$ cat src/rtl/mem_arb_pkg.sv
`default_nettype none
// ============================================================================
//  Module      : mem_arb_pkg
//  Description : Shared types for the unified memory arbiter: FSM state and
//                access-owner encodings, plus a helper that sizes the
//                latency down-counter.
//  Revision    : 1.0 - initial release
// ============================================================================
package mem_arb_pkg;

    typedef enum logic [1:0] {
        ST_IDLE  = 2'd0,
        ST_ISSUE = 2'd1,
        ST_WAIT  = 2'd2
    } state_t;

    typedef enum logic {
        OWN_IF = 1'b0,
        OWN_D  = 1'b1
    } owner_t;

    // Counter width able to hold MEM_LAT-1, with one spare bit so that a
    // latency of 1 still yields a legal 1-bit vector.
    function automatic int cnt_width(input int lat);
        return $clog2(lat) + 1;
    endfunction

endpackage
`default_nettype wire

$ cat src/rtl/unified_mem_arbiter_if.sv
`default_nettype none
// ============================================================================
//  Module      : unified_mem_arbiter_if
//  Description : Bundle of the fetch requester, data requester and memory
//                signals around the unified memory arbiter.
//                slave  : arbiter view (requests/mem_rdata in, rest out)
//                master : environment view (requesters and memory)
//  Revision    : 1.0 - initial release
// ============================================================================
interface unified_mem_arbiter_if #(
    parameter int ADDR_W = 16,
    parameter int DATA_W = 16
);
    // fetch requester
    logic              if_req;
    logic [ADDR_W-1:0] if_addr;
    logic [DATA_W-1:0] if_rdata;
    logic              if_valid;
    logic              if_stall;
    // data requester
    logic              d_req;
    logic              d_we;
    logic [ADDR_W-1:0] d_addr;
    logic [DATA_W-1:0] d_wdata;
    logic [DATA_W-1:0] d_rdata;
    logic              d_valid;
    logic              d_stall;
    // memory
    logic              mem_en;
    logic              mem_we;
    logic [ADDR_W-1:0] mem_addr;
    logic [DATA_W-1:0] mem_wdata;
    logic [DATA_W-1:0] mem_rdata;

    modport slave (
        input  if_req, if_addr, d_req, d_we, d_addr, d_wdata, mem_rdata,
        output if_rdata, if_valid, if_stall, d_rdata, d_valid, d_stall,
               mem_en, mem_we, mem_addr, mem_wdata
    );

    modport master (
        output if_req, if_addr, d_req, d_we, d_addr, d_wdata, mem_rdata,
        input  if_rdata, if_valid, if_stall, d_rdata, d_valid, d_stall,
               mem_en, mem_we, mem_addr, mem_wdata
    );

endinterface
`default_nettype wire

$ cat src/rtl/mem_arb_pick.sv
`default_nettype none
// ============================================================================
//  Module      : mem_arb_pick
//  Description : Combinational winner select for the unified memory arbiter.
//                A requester whose completion pulse is high this cycle is
//                still presenting its finished request and is masked out.
//                Data wins conflicts unless the starvation guard reports a
//                full data streak (ARB_STARVE_GUARD_EN builds only).
//  Ports       : i_if_req/i_if_valid   fetch request and completion pulse
//                i_d_req/i_d_valid     data request and completion pulse
//                i_streak_full         data streak at limit (guard build)
//                o_grant               some requester is eligible
//                o_owner               winning requester
//  Revision    : 1.0 - initial release
// ============================================================================
module mem_arb_pick
    import mem_arb_pkg::*;
(
    input  wire logic i_if_req,
    input  wire logic i_if_valid,
    input  wire logic i_d_req,
    input  wire logic i_d_valid,
`ifdef ARB_STARVE_GUARD_EN
    input  wire logic i_streak_full,
`endif
    output logic      o_grant,
    output owner_t    o_owner
);

    logic w_if_elig;
    logic w_d_elig;
    logic w_d_wins;

    assign w_if_elig = i_if_req & ~i_if_valid;
    assign w_d_elig  = i_d_req  & ~i_d_valid;

`ifdef ARB_STARVE_GUARD_EN
    // Fetch overrides data only when both compete and the streak is full.
    assign w_d_wins = w_d_elig & ~(w_if_elig & i_streak_full);
`else
    assign w_d_wins = w_d_elig;
`endif

    assign o_grant = w_if_elig | w_d_elig;
    assign o_owner = w_d_wins ? OWN_D : OWN_IF;

endmodule
`default_nettype wire

$ cat src/rtl/unified_mem_arbiter.sv
`default_nettype none
// ============================================================================
//  Module      : unified_mem_arbiter
//  Description : Shares one single-port memory between the fetch and data
//                stages. Each access is latched in IDLE, issued for exactly
//                one cycle, waits MEM_LAT cycles and returns data through a
//                registered rdata plus a one-cycle valid pulse. Stall lines
//                hold the requesting pipeline stage until completion.
//  Ports       : clk, rst   clock and synchronous active-high reset
//                bus        unified_mem_arbiter_if.slave (requesters+memory)
//  Config      : ARB_STARVE_GUARD_EN - when defined, a fetch that has watched
//                STARVE_MAX consecutive data grants wins the next conflict.
//  Revision    : 1.0 - initial release
// ============================================================================
module unified_mem_arbiter
    import mem_arb_pkg::*;
#(
    parameter int ADDR_W     = 16,
    parameter int DATA_W     = 16,
    parameter int MEM_LAT    = 2,
    parameter int STARVE_MAX = 4
) (
    input  wire logic            clk,
    input  wire logic            rst,
    unified_mem_arbiter_if.slave bus
);

    localparam int                 c_CNT_W    = cnt_width(MEM_LAT);
    localparam logic [c_CNT_W-1:0] c_CNT_LOAD = c_CNT_W'(MEM_LAT - 1);
    localparam logic [c_CNT_W-1:0] c_CNT_ONE  = c_CNT_W'(1);

    state_t              r_state;
    owner_t              r_owner;
    logic                r_we;
    logic [c_CNT_W-1:0]  r_cnt;
    logic                r_mem_en;
    logic                r_mem_we;
    logic [ADDR_W-1:0]   r_mem_addr;
    logic [DATA_W-1:0]   r_mem_wdata;
    logic [DATA_W-1:0]   r_if_rdata;
    logic                r_if_valid;
    logic [DATA_W-1:0]   r_d_rdata;
    logic                r_d_valid;

    logic                w_grant;
    owner_t              w_owner;
    logic [ADDR_W-1:0]   w_sel_addr;
    logic                w_sel_we;
    logic [DATA_W-1:0]   w_sel_wdata;

`ifdef ARB_STARVE_GUARD_EN
    localparam int                    c_STREAK_W   = $clog2(STARVE_MAX + 1);
    localparam logic [c_STREAK_W-1:0] c_STREAK_MAX = c_STREAK_W'(STARVE_MAX);
    localparam logic [c_STREAK_W-1:0] c_STREAK_ONE = c_STREAK_W'(1);

    logic [c_STREAK_W-1:0] r_streak;
    logic                  w_streak_full;

    assign w_streak_full = (r_streak == c_STREAK_MAX);
`else
    // Strict data priority: STARVE_MAX has no effect in this build.
    if (STARVE_MAX < 0) begin : g_starve_unused
    end
`endif

    mem_arb_pick u_pick (
        .i_if_req      (bus.if_req),
        .i_if_valid    (r_if_valid),
        .i_d_req       (bus.d_req),
        .i_d_valid     (r_d_valid),
`ifdef ARB_STARVE_GUARD_EN
        .i_streak_full (w_streak_full),
`endif
        .o_grant       (w_grant),
        .o_owner       (w_owner)
    );

    // Request fields of the winner; a fetch never writes.
    assign w_sel_addr  = (w_owner == OWN_D) ? bus.d_addr : bus.if_addr;
    assign w_sel_we    = (w_owner == OWN_D) & bus.d_we;
    assign w_sel_wdata = (w_owner == OWN_D) ? bus.d_wdata : '0;

    always_ff @(posedge clk) begin
        if (rst) begin
            r_state     <= ST_IDLE;
            r_owner     <= OWN_IF;
            r_we        <= 1'b0;
            r_cnt       <= '0;
            r_mem_en    <= 1'b0;
            r_mem_we    <= 1'b0;
            r_mem_addr  <= '0;
            r_mem_wdata <= '0;
            r_if_rdata  <= '0;
            r_if_valid  <= 1'b0;
            r_d_rdata   <= '0;
            r_d_valid   <= 1'b0;
`ifdef ARB_STARVE_GUARD_EN
            r_streak    <= '0;
`endif
        end else begin
            // Pulses and the memory strobe default low; only the
            // transitions below raise them for a single cycle.
            r_if_valid  <= 1'b0;
            r_d_valid   <= 1'b0;
            r_mem_en    <= 1'b0;
            r_mem_we    <= 1'b0;
            r_mem_addr  <= '0;
            r_mem_wdata <= '0;

            case (r_state)
                ST_IDLE: begin
                    if (w_grant) begin
                        // Latching here decouples the access from later
                        // request drops or address changes.
                        r_owner     <= w_owner;
                        r_we        <= w_sel_we;
                        r_mem_en    <= 1'b1;
                        r_mem_we    <= w_sel_we;
                        r_mem_addr  <= w_sel_addr;
                        r_mem_wdata <= w_sel_wdata;
                        r_state     <= ST_ISSUE;
`ifdef ARB_STARVE_GUARD_EN
                        if (w_owner == OWN_IF || !bus.if_req) begin
                            r_streak <= '0;
                        end else if (r_streak != c_STREAK_MAX) begin
                            r_streak <= r_streak + c_STREAK_ONE;
                        end
`endif
                    end
                end

                ST_ISSUE: begin
                    r_cnt   <= c_CNT_LOAD;
                    r_state <= ST_WAIT;
                end

                ST_WAIT: begin
                    if (r_cnt == '0) begin
                        if (r_owner == OWN_D) begin
                            r_d_valid <= 1'b1;
                            if (!r_we) begin
                                r_d_rdata <= bus.mem_rdata;
                            end
                        end else begin
                            r_if_valid <= 1'b1;
                            r_if_rdata <= bus.mem_rdata;
                        end
                        r_state <= ST_IDLE;
                    end else begin
                        r_cnt <= r_cnt - c_CNT_ONE;
                    end
                end

                default: begin
                    r_state <= ST_IDLE;
                end
            endcase
        end
    end

    assign bus.mem_en    = r_mem_en;
    assign bus.mem_we    = r_mem_we;
    assign bus.mem_addr  = r_mem_addr;
    assign bus.mem_wdata = r_mem_wdata;
    assign bus.if_rdata  = r_if_rdata;
    assign bus.if_valid  = r_if_valid;
    assign bus.d_rdata   = r_d_rdata;
    assign bus.d_valid   = r_d_valid;

    // Stalls release in the completion cycle so the stage advances with it.
    assign bus.if_stall  = bus.if_req & ~r_if_valid;
    assign bus.d_stall   = bus.d_req  & ~r_d_valid;

endmodule
`default_nettype wire

$ cat src/flat_wrapper.sv
// flat-port wrapper written by rule: the top's interface ports become plain ports
module unified_mem_arbiter_flat import mem_arb_pkg::*;
#(
    parameter int ADDR_W     = 16,
    parameter int DATA_W     = 16,
    parameter int MEM_LAT    = 2,
    parameter int STARVE_MAX = 4
)
  (clk, rst, bus_if_req, bus_if_addr, bus_d_req, bus_d_we, bus_d_addr, bus_d_wdata, bus_mem_rdata, bus_if_rdata, bus_if_valid, bus_if_stall, bus_d_rdata, bus_d_valid, bus_d_stall, bus_mem_en, bus_mem_we, bus_mem_addr, bus_mem_wdata);
  unified_mem_arbiter_if #(.ADDR_W(ADDR_W), .DATA_W(DATA_W)) bus_i ();
  input  wire logic clk;
  input  wire logic rst;
  input wire logic [$bits(bus_i.if_req)-1:0] bus_if_req;
  input wire logic [$bits(bus_i.if_addr)-1:0] bus_if_addr;
  input wire logic [$bits(bus_i.d_req)-1:0] bus_d_req;
  input wire logic [$bits(bus_i.d_we)-1:0] bus_d_we;
  input wire logic [$bits(bus_i.d_addr)-1:0] bus_d_addr;
  input wire logic [$bits(bus_i.d_wdata)-1:0] bus_d_wdata;
  input wire logic [$bits(bus_i.mem_rdata)-1:0] bus_mem_rdata;
  output wire logic [$bits(bus_i.if_rdata)-1:0] bus_if_rdata;
  output wire logic [$bits(bus_i.if_valid)-1:0] bus_if_valid;
  output wire logic [$bits(bus_i.if_stall)-1:0] bus_if_stall;
  output wire logic [$bits(bus_i.d_rdata)-1:0] bus_d_rdata;
  output wire logic [$bits(bus_i.d_valid)-1:0] bus_d_valid;
  output wire logic [$bits(bus_i.d_stall)-1:0] bus_d_stall;
  output wire logic [$bits(bus_i.mem_en)-1:0] bus_mem_en;
  output wire logic [$bits(bus_i.mem_we)-1:0] bus_mem_we;
  output wire logic [$bits(bus_i.mem_addr)-1:0] bus_mem_addr;
  output wire logic [$bits(bus_i.mem_wdata)-1:0] bus_mem_wdata;
  assign bus_i.if_req = bus_if_req;
  assign bus_i.if_addr = bus_if_addr;
  assign bus_i.d_req = bus_d_req;
  assign bus_i.d_we = bus_d_we;
  assign bus_i.d_addr = bus_d_addr;
  assign bus_i.d_wdata = bus_d_wdata;
  assign bus_i.mem_rdata = bus_mem_rdata;
  assign bus_if_rdata = bus_i.if_rdata;
  assign bus_if_valid = bus_i.if_valid;
  assign bus_if_stall = bus_i.if_stall;
  assign bus_d_rdata = bus_i.d_rdata;
  assign bus_d_valid = bus_i.d_valid;
  assign bus_d_stall = bus_i.d_stall;
  assign bus_mem_en = bus_i.mem_en;
  assign bus_mem_we = bus_i.mem_we;
  assign bus_mem_addr = bus_i.mem_addr;
  assign bus_mem_wdata = bus_i.mem_wdata;
  unified_mem_arbiter #(.ADDR_W(ADDR_W), .DATA_W(DATA_W), .MEM_LAT(MEM_LAT), .STARVE_MAX(STARVE_MAX)) u_core (.clk(clk), .rst(rst), .bus(bus_i));
endmodule
$ cat config.mk
export PLATFORM = sky130hd
export DESIGN_NAME = unified_mem_arbiter_flat
export DESIGN_NICKNAME = d
export VERILOG_FILES = /design/src/rtl/mem_arb_pkg.sv /design/src/rtl/unified_mem_arbiter_if.sv /design/src/rtl/mem_arb_pick.sv /design/src/rtl/unified_mem_arbiter.sv /design/src/flat_wrapper.sv
export SDC_FILE = /design/constraint.sdc
export NUM_CORES = 1
export LEC_CHECK = 0
export CORE_MARGIN = 2
export CORE_UTILIZATION = 30
export CTS_CLUSTER_SIZE = 12
export DETAILED_ROUTE_END_ITERATION = 10
export PLACE_DENSITY = 0.67
export RECOVER_POWER = 100
export SLEW_MARGIN = 10
export SYNTH_ARGS = -nofsm -noshare
export SYNTH_HDL_FRONTEND = slang
export SYNTH_SLANG_ARGS = --single-unit
export TNS_END_PERCENT = 50
$ cat constraint.sdc
create_clock -name clk -period 4.35 [get_ports clk]
set_input_delay 0.6525 -clock clk [delete_from_list [all_inputs] [get_ports clk]]
set_output_delay 0.6525 -clock clk [all_outputs]
set_load 0.05 [all_outputs]
==> impl_metrics.env <==
export IMPL_cp_end_kind="output pin"
export IMPL_grt_pass1_vias=2385
export IMPL_cts_buffers=9
export IMPL_area_growth_pct=60.2
export IMPL_fp_dieH_um=98.4
export IMPL_holdPathStages=2
export IMPL_layout_commonest_cell="nand2_1"
export IMPL_synthArstFlopShare_pct=0
export IMPL_r2r_setup_slack_ns=1.38
export IMPL_clk_pin_slew_ns=0.07
export IMPL_synth_cell_types=32
export IMPL_synthCells=292
export IMPL_synth_ff_type="dfxtp_1"
export IMPL_nets=494
export IMPL_io_buffers=138
export IMPL_remaining_drc_errors=0
export IMPL_post_route_util_pct=49.4
export IMPL_fp_dieW_um=98.4
export IMPL_h_tree_depth=3
export IMPL_fp_dieArea_um2=9680
export IMPL_rows=34
export IMPL_slew_viol_final=17
export IMPL_yosysWarnings=0
export IMPL_ant_nets=0
export IMPL_skew_ns=0.0132
export IMPL_tns_ns=0
export IMPL_startpoint="bus_d_req"
export IMPL_grtUsageTotal_pct=13.9
export IMPL_cts_resized_gates=0
export IMPL_dr_total_vias=2390
export IMPL_wire_per_inst_um=12.8
export IMPL_max_cap_violations=1
export IMPL_start_kind="input port"
export IMPL_root_buffer="clkbuf_8"
export IMPL_min_path_type="register to register"
export IMPL_cts_sinks=74
export IMPL_p_leak_uw=0.00180
export IMPL_finalCritPeriodShare_pct=83.5
export IMPL_cts_tree="yes"
export IMPL_final_cell_mix="97 x nand2_1, 74 x dfxtp_1, 70 x dlygate4sd3_1, 68 x clkdlybuf4s50_1, 36 x a21oi_1"
export IMPL_synth_area_leaders="dfxtp_1 55%, nand2_1 14%, a21oi_1 6.7%"
export IMPL_ios=139
export IMPL_finalHoldViolCount=0
export IMPL_antenna_cells=0
export IMPL_critPathRequiredTime_ns=3.70
export IMPL_place_congestion=0.787
export IMPL_rsz0062_at_grt="no"
export IMPL_reg2reg_from="u_core.r_cnt[0]$_SDFFE_PP0P_"
export IMPL_insertion_delay_ns=0.34
export IMPL_fmax_mhz=275
export IMPL_dr_pass1_iters=4
export IMPL_finalWirelength_mm=6.84
export IMPL_violations="max-capacitance violations, max-slew violations"
export IMPL_coreArea_um2=8680
export IMPL_drt_iter0_markers=63
export IMPL_hold_buffers=0
export IMPL_reg2reg_to="u_core.bus.if_rdata[3]$_SDFFE_PP0P_"
export IMPL_cts_max_path_buffers=2
export IMPL_tightest_slew_ns=2.41
export IMPL_ys_seq_area_share_pct=55.4
export IMPL_synth_top_cell_by_area="dfxtp_1"
export IMPL_grt_pass1_wl_mm=11.1
export IMPL_synth_area_um2=2670
export IMPL_grt_max_degree=35
export IMPL_r2r_cells=5
export IMPL_drive_gt1_share_pct=4.67
export IMPL_antenna_found_initial=0
export IMPL_path_class="input port to output pin"
export IMPL_status="finished, violations left"
export IMPL_cp_max_fo=21
export IMPL_vias_per_cell=4.46
export IMPL_start_util_pct=30.8
export IMPL_p_per_area_nw_per_um2=374
export IMPL_mappedNetlistNets=363
export IMPL_ir_worst_vdd_uv=129
export IMPL_place_detailed_hpwl_mm=5.10
export IMPL_synth_edf_count=0
export IMPL_critPathCapture="bus_d_stall"
export IMPL_arrival_ns=2.98
export IMPL_gr_total_overflow=0
export IMPL_finalSetupViolCount=0
export IMPL_post_cts_buffers=0
export IMPL_period_needed_ns=3.63
export IMPL_netlist_area_leader_share_pct=55.4
export IMPL_slew_headroom_pct=-63.1
export IMPL_syn_avg_cell_area_um2=9.16
export IMPL_yosys_register_bits=74
-- per-stage QoR --
step | setup WS [ns] | power [µW] | hold WS, ns | area, µm² | std cells
2_1_floorplan | 2.22 | 909 | 0.452 | 2670 | 292
3_3_place_gp | 1.18 | 1030 | 0.443 | 4090 | 520
3_5_place_dp | 1.18 | 1040 | 0.449 | 4090 | 520
4_1_cts | 1.17 | 1640 | 0.460 | 4310 | 536
5_1_grt | 0.574 | 1680 | 0.478 | 4280 | 536
6_report | 0.719 | 1600 | 0.455 | 4280 | 536
-- cell families (layout without fill, tap and decap cells) --
| logic type | Yosys count | count (layout) | share of synthesized area [%] |
|---|---|---|---|
| fa+ha+maj | 2 | 2 | 0.936 |
| buf+inv | 27 | 163 | 6.27 |
| flops | 74 | 74 | 55.4 |
| simple gates | 129 | 129 | 22.3 |
| mux | 17 | 17 | 6.36 |
| compound gates | 43 | 43 | 8.70 |
-- cells in the mapped netlist, types with 2 or more instances --
master and number:
a21oi_1 36, and2_1 17, buf_2 3, buf_4 6, buf_6 3, clkbuf_1 6
dfxtp_1 74, ha_1 2, inv_1 5, inv_2 2, mux2i_1 17, nand2_1 97
nor2_1 2, o21ai_0 4
-- per-layer routing --
metal	track usage (%)	share of wire, %
met1	16.0	42
met2	24.4	51
met3	3.15	5.3
met4	6.43	1.7
met5	0	0
-- worst max-delay path, stage by stage --
cell and delay (ns):
clkdlybuf4s50_1 0.40, nand2b_1 0.06, clkbuf_1 0.53, inv_1 0.51, clkdlybuf4s50_1 0.82
-- final cells by class --
class	instances	area, µm²
timing repair buffer	140	1390
tap	108	135
inverter	7	26.3
fill	836	4390
sequential	74	1480
multi-input combinational	191	1030
clock inverter	5	85.1
clock buffer	11	141
-- report_power, final --
part / internal, µW / total [µW] / leakage [µW] / switching, µW
registers: 707 / 721 / 0.000602 / 14.7
clock network: 343 / 600 / 0.000111 / 257
logic: 117 / 282 / 0.00109 / 166
-- state kept, by name (all words and copies together), names as in the netlist --
name,count
u_core.r_state,2
u_core.bus.mem_wdata,16
u_core.bus.d_rdata,16
u_core.r_we,1
u_core.bus.mem_we,1
u_core.r_cnt,2
u_core.r_owner,1
u_core.bus.mem_addr,16
u_core.bus.if_rdata,16
u_core.bus.d_valid,1
u_core.bus.if_valid,1
u_core.bus.mem_en,1
-- worst min path at each step --
stage / startpoint / to / slack (ns)
after floorplan: u_core.r_owner$_SDFFE_PP0P_ / u_core.bus.if_valid$_SDFF_PP0_ / 0.45
after global placement: u_core.bus.d_rdata[2]$_SDFFE_PP0P_ / u_core.bus.d_rdata[2]$_SDFFE_PP0P_ / 0.44
after detailed placement: u_core.bus.if_rdata[5]$_SDFFE_PP0P_ / u_core.bus.if_rdata[5]$_SDFFE_PP0P_ / 0.45
after CTS: u_core.bus.if_rdata[15]$_SDFFE_PP0P_ / u_core.bus.if_rdata[15]$_SDFFE_PP0P_ / 0.46
after global routing: u_core.bus.d_rdata[10]$_SDFFE_PP0P_ / u_core.bus.d_rdata[10]$_SDFFE_PP0P_ / 0.48
final: u_core.bus.if_rdata[15]$_SDFFE_PP0P_ / u_core.bus.if_rdata[15]$_SDFFE_PP0P_ / 0.46
Power figures use the tool's default switching activity.
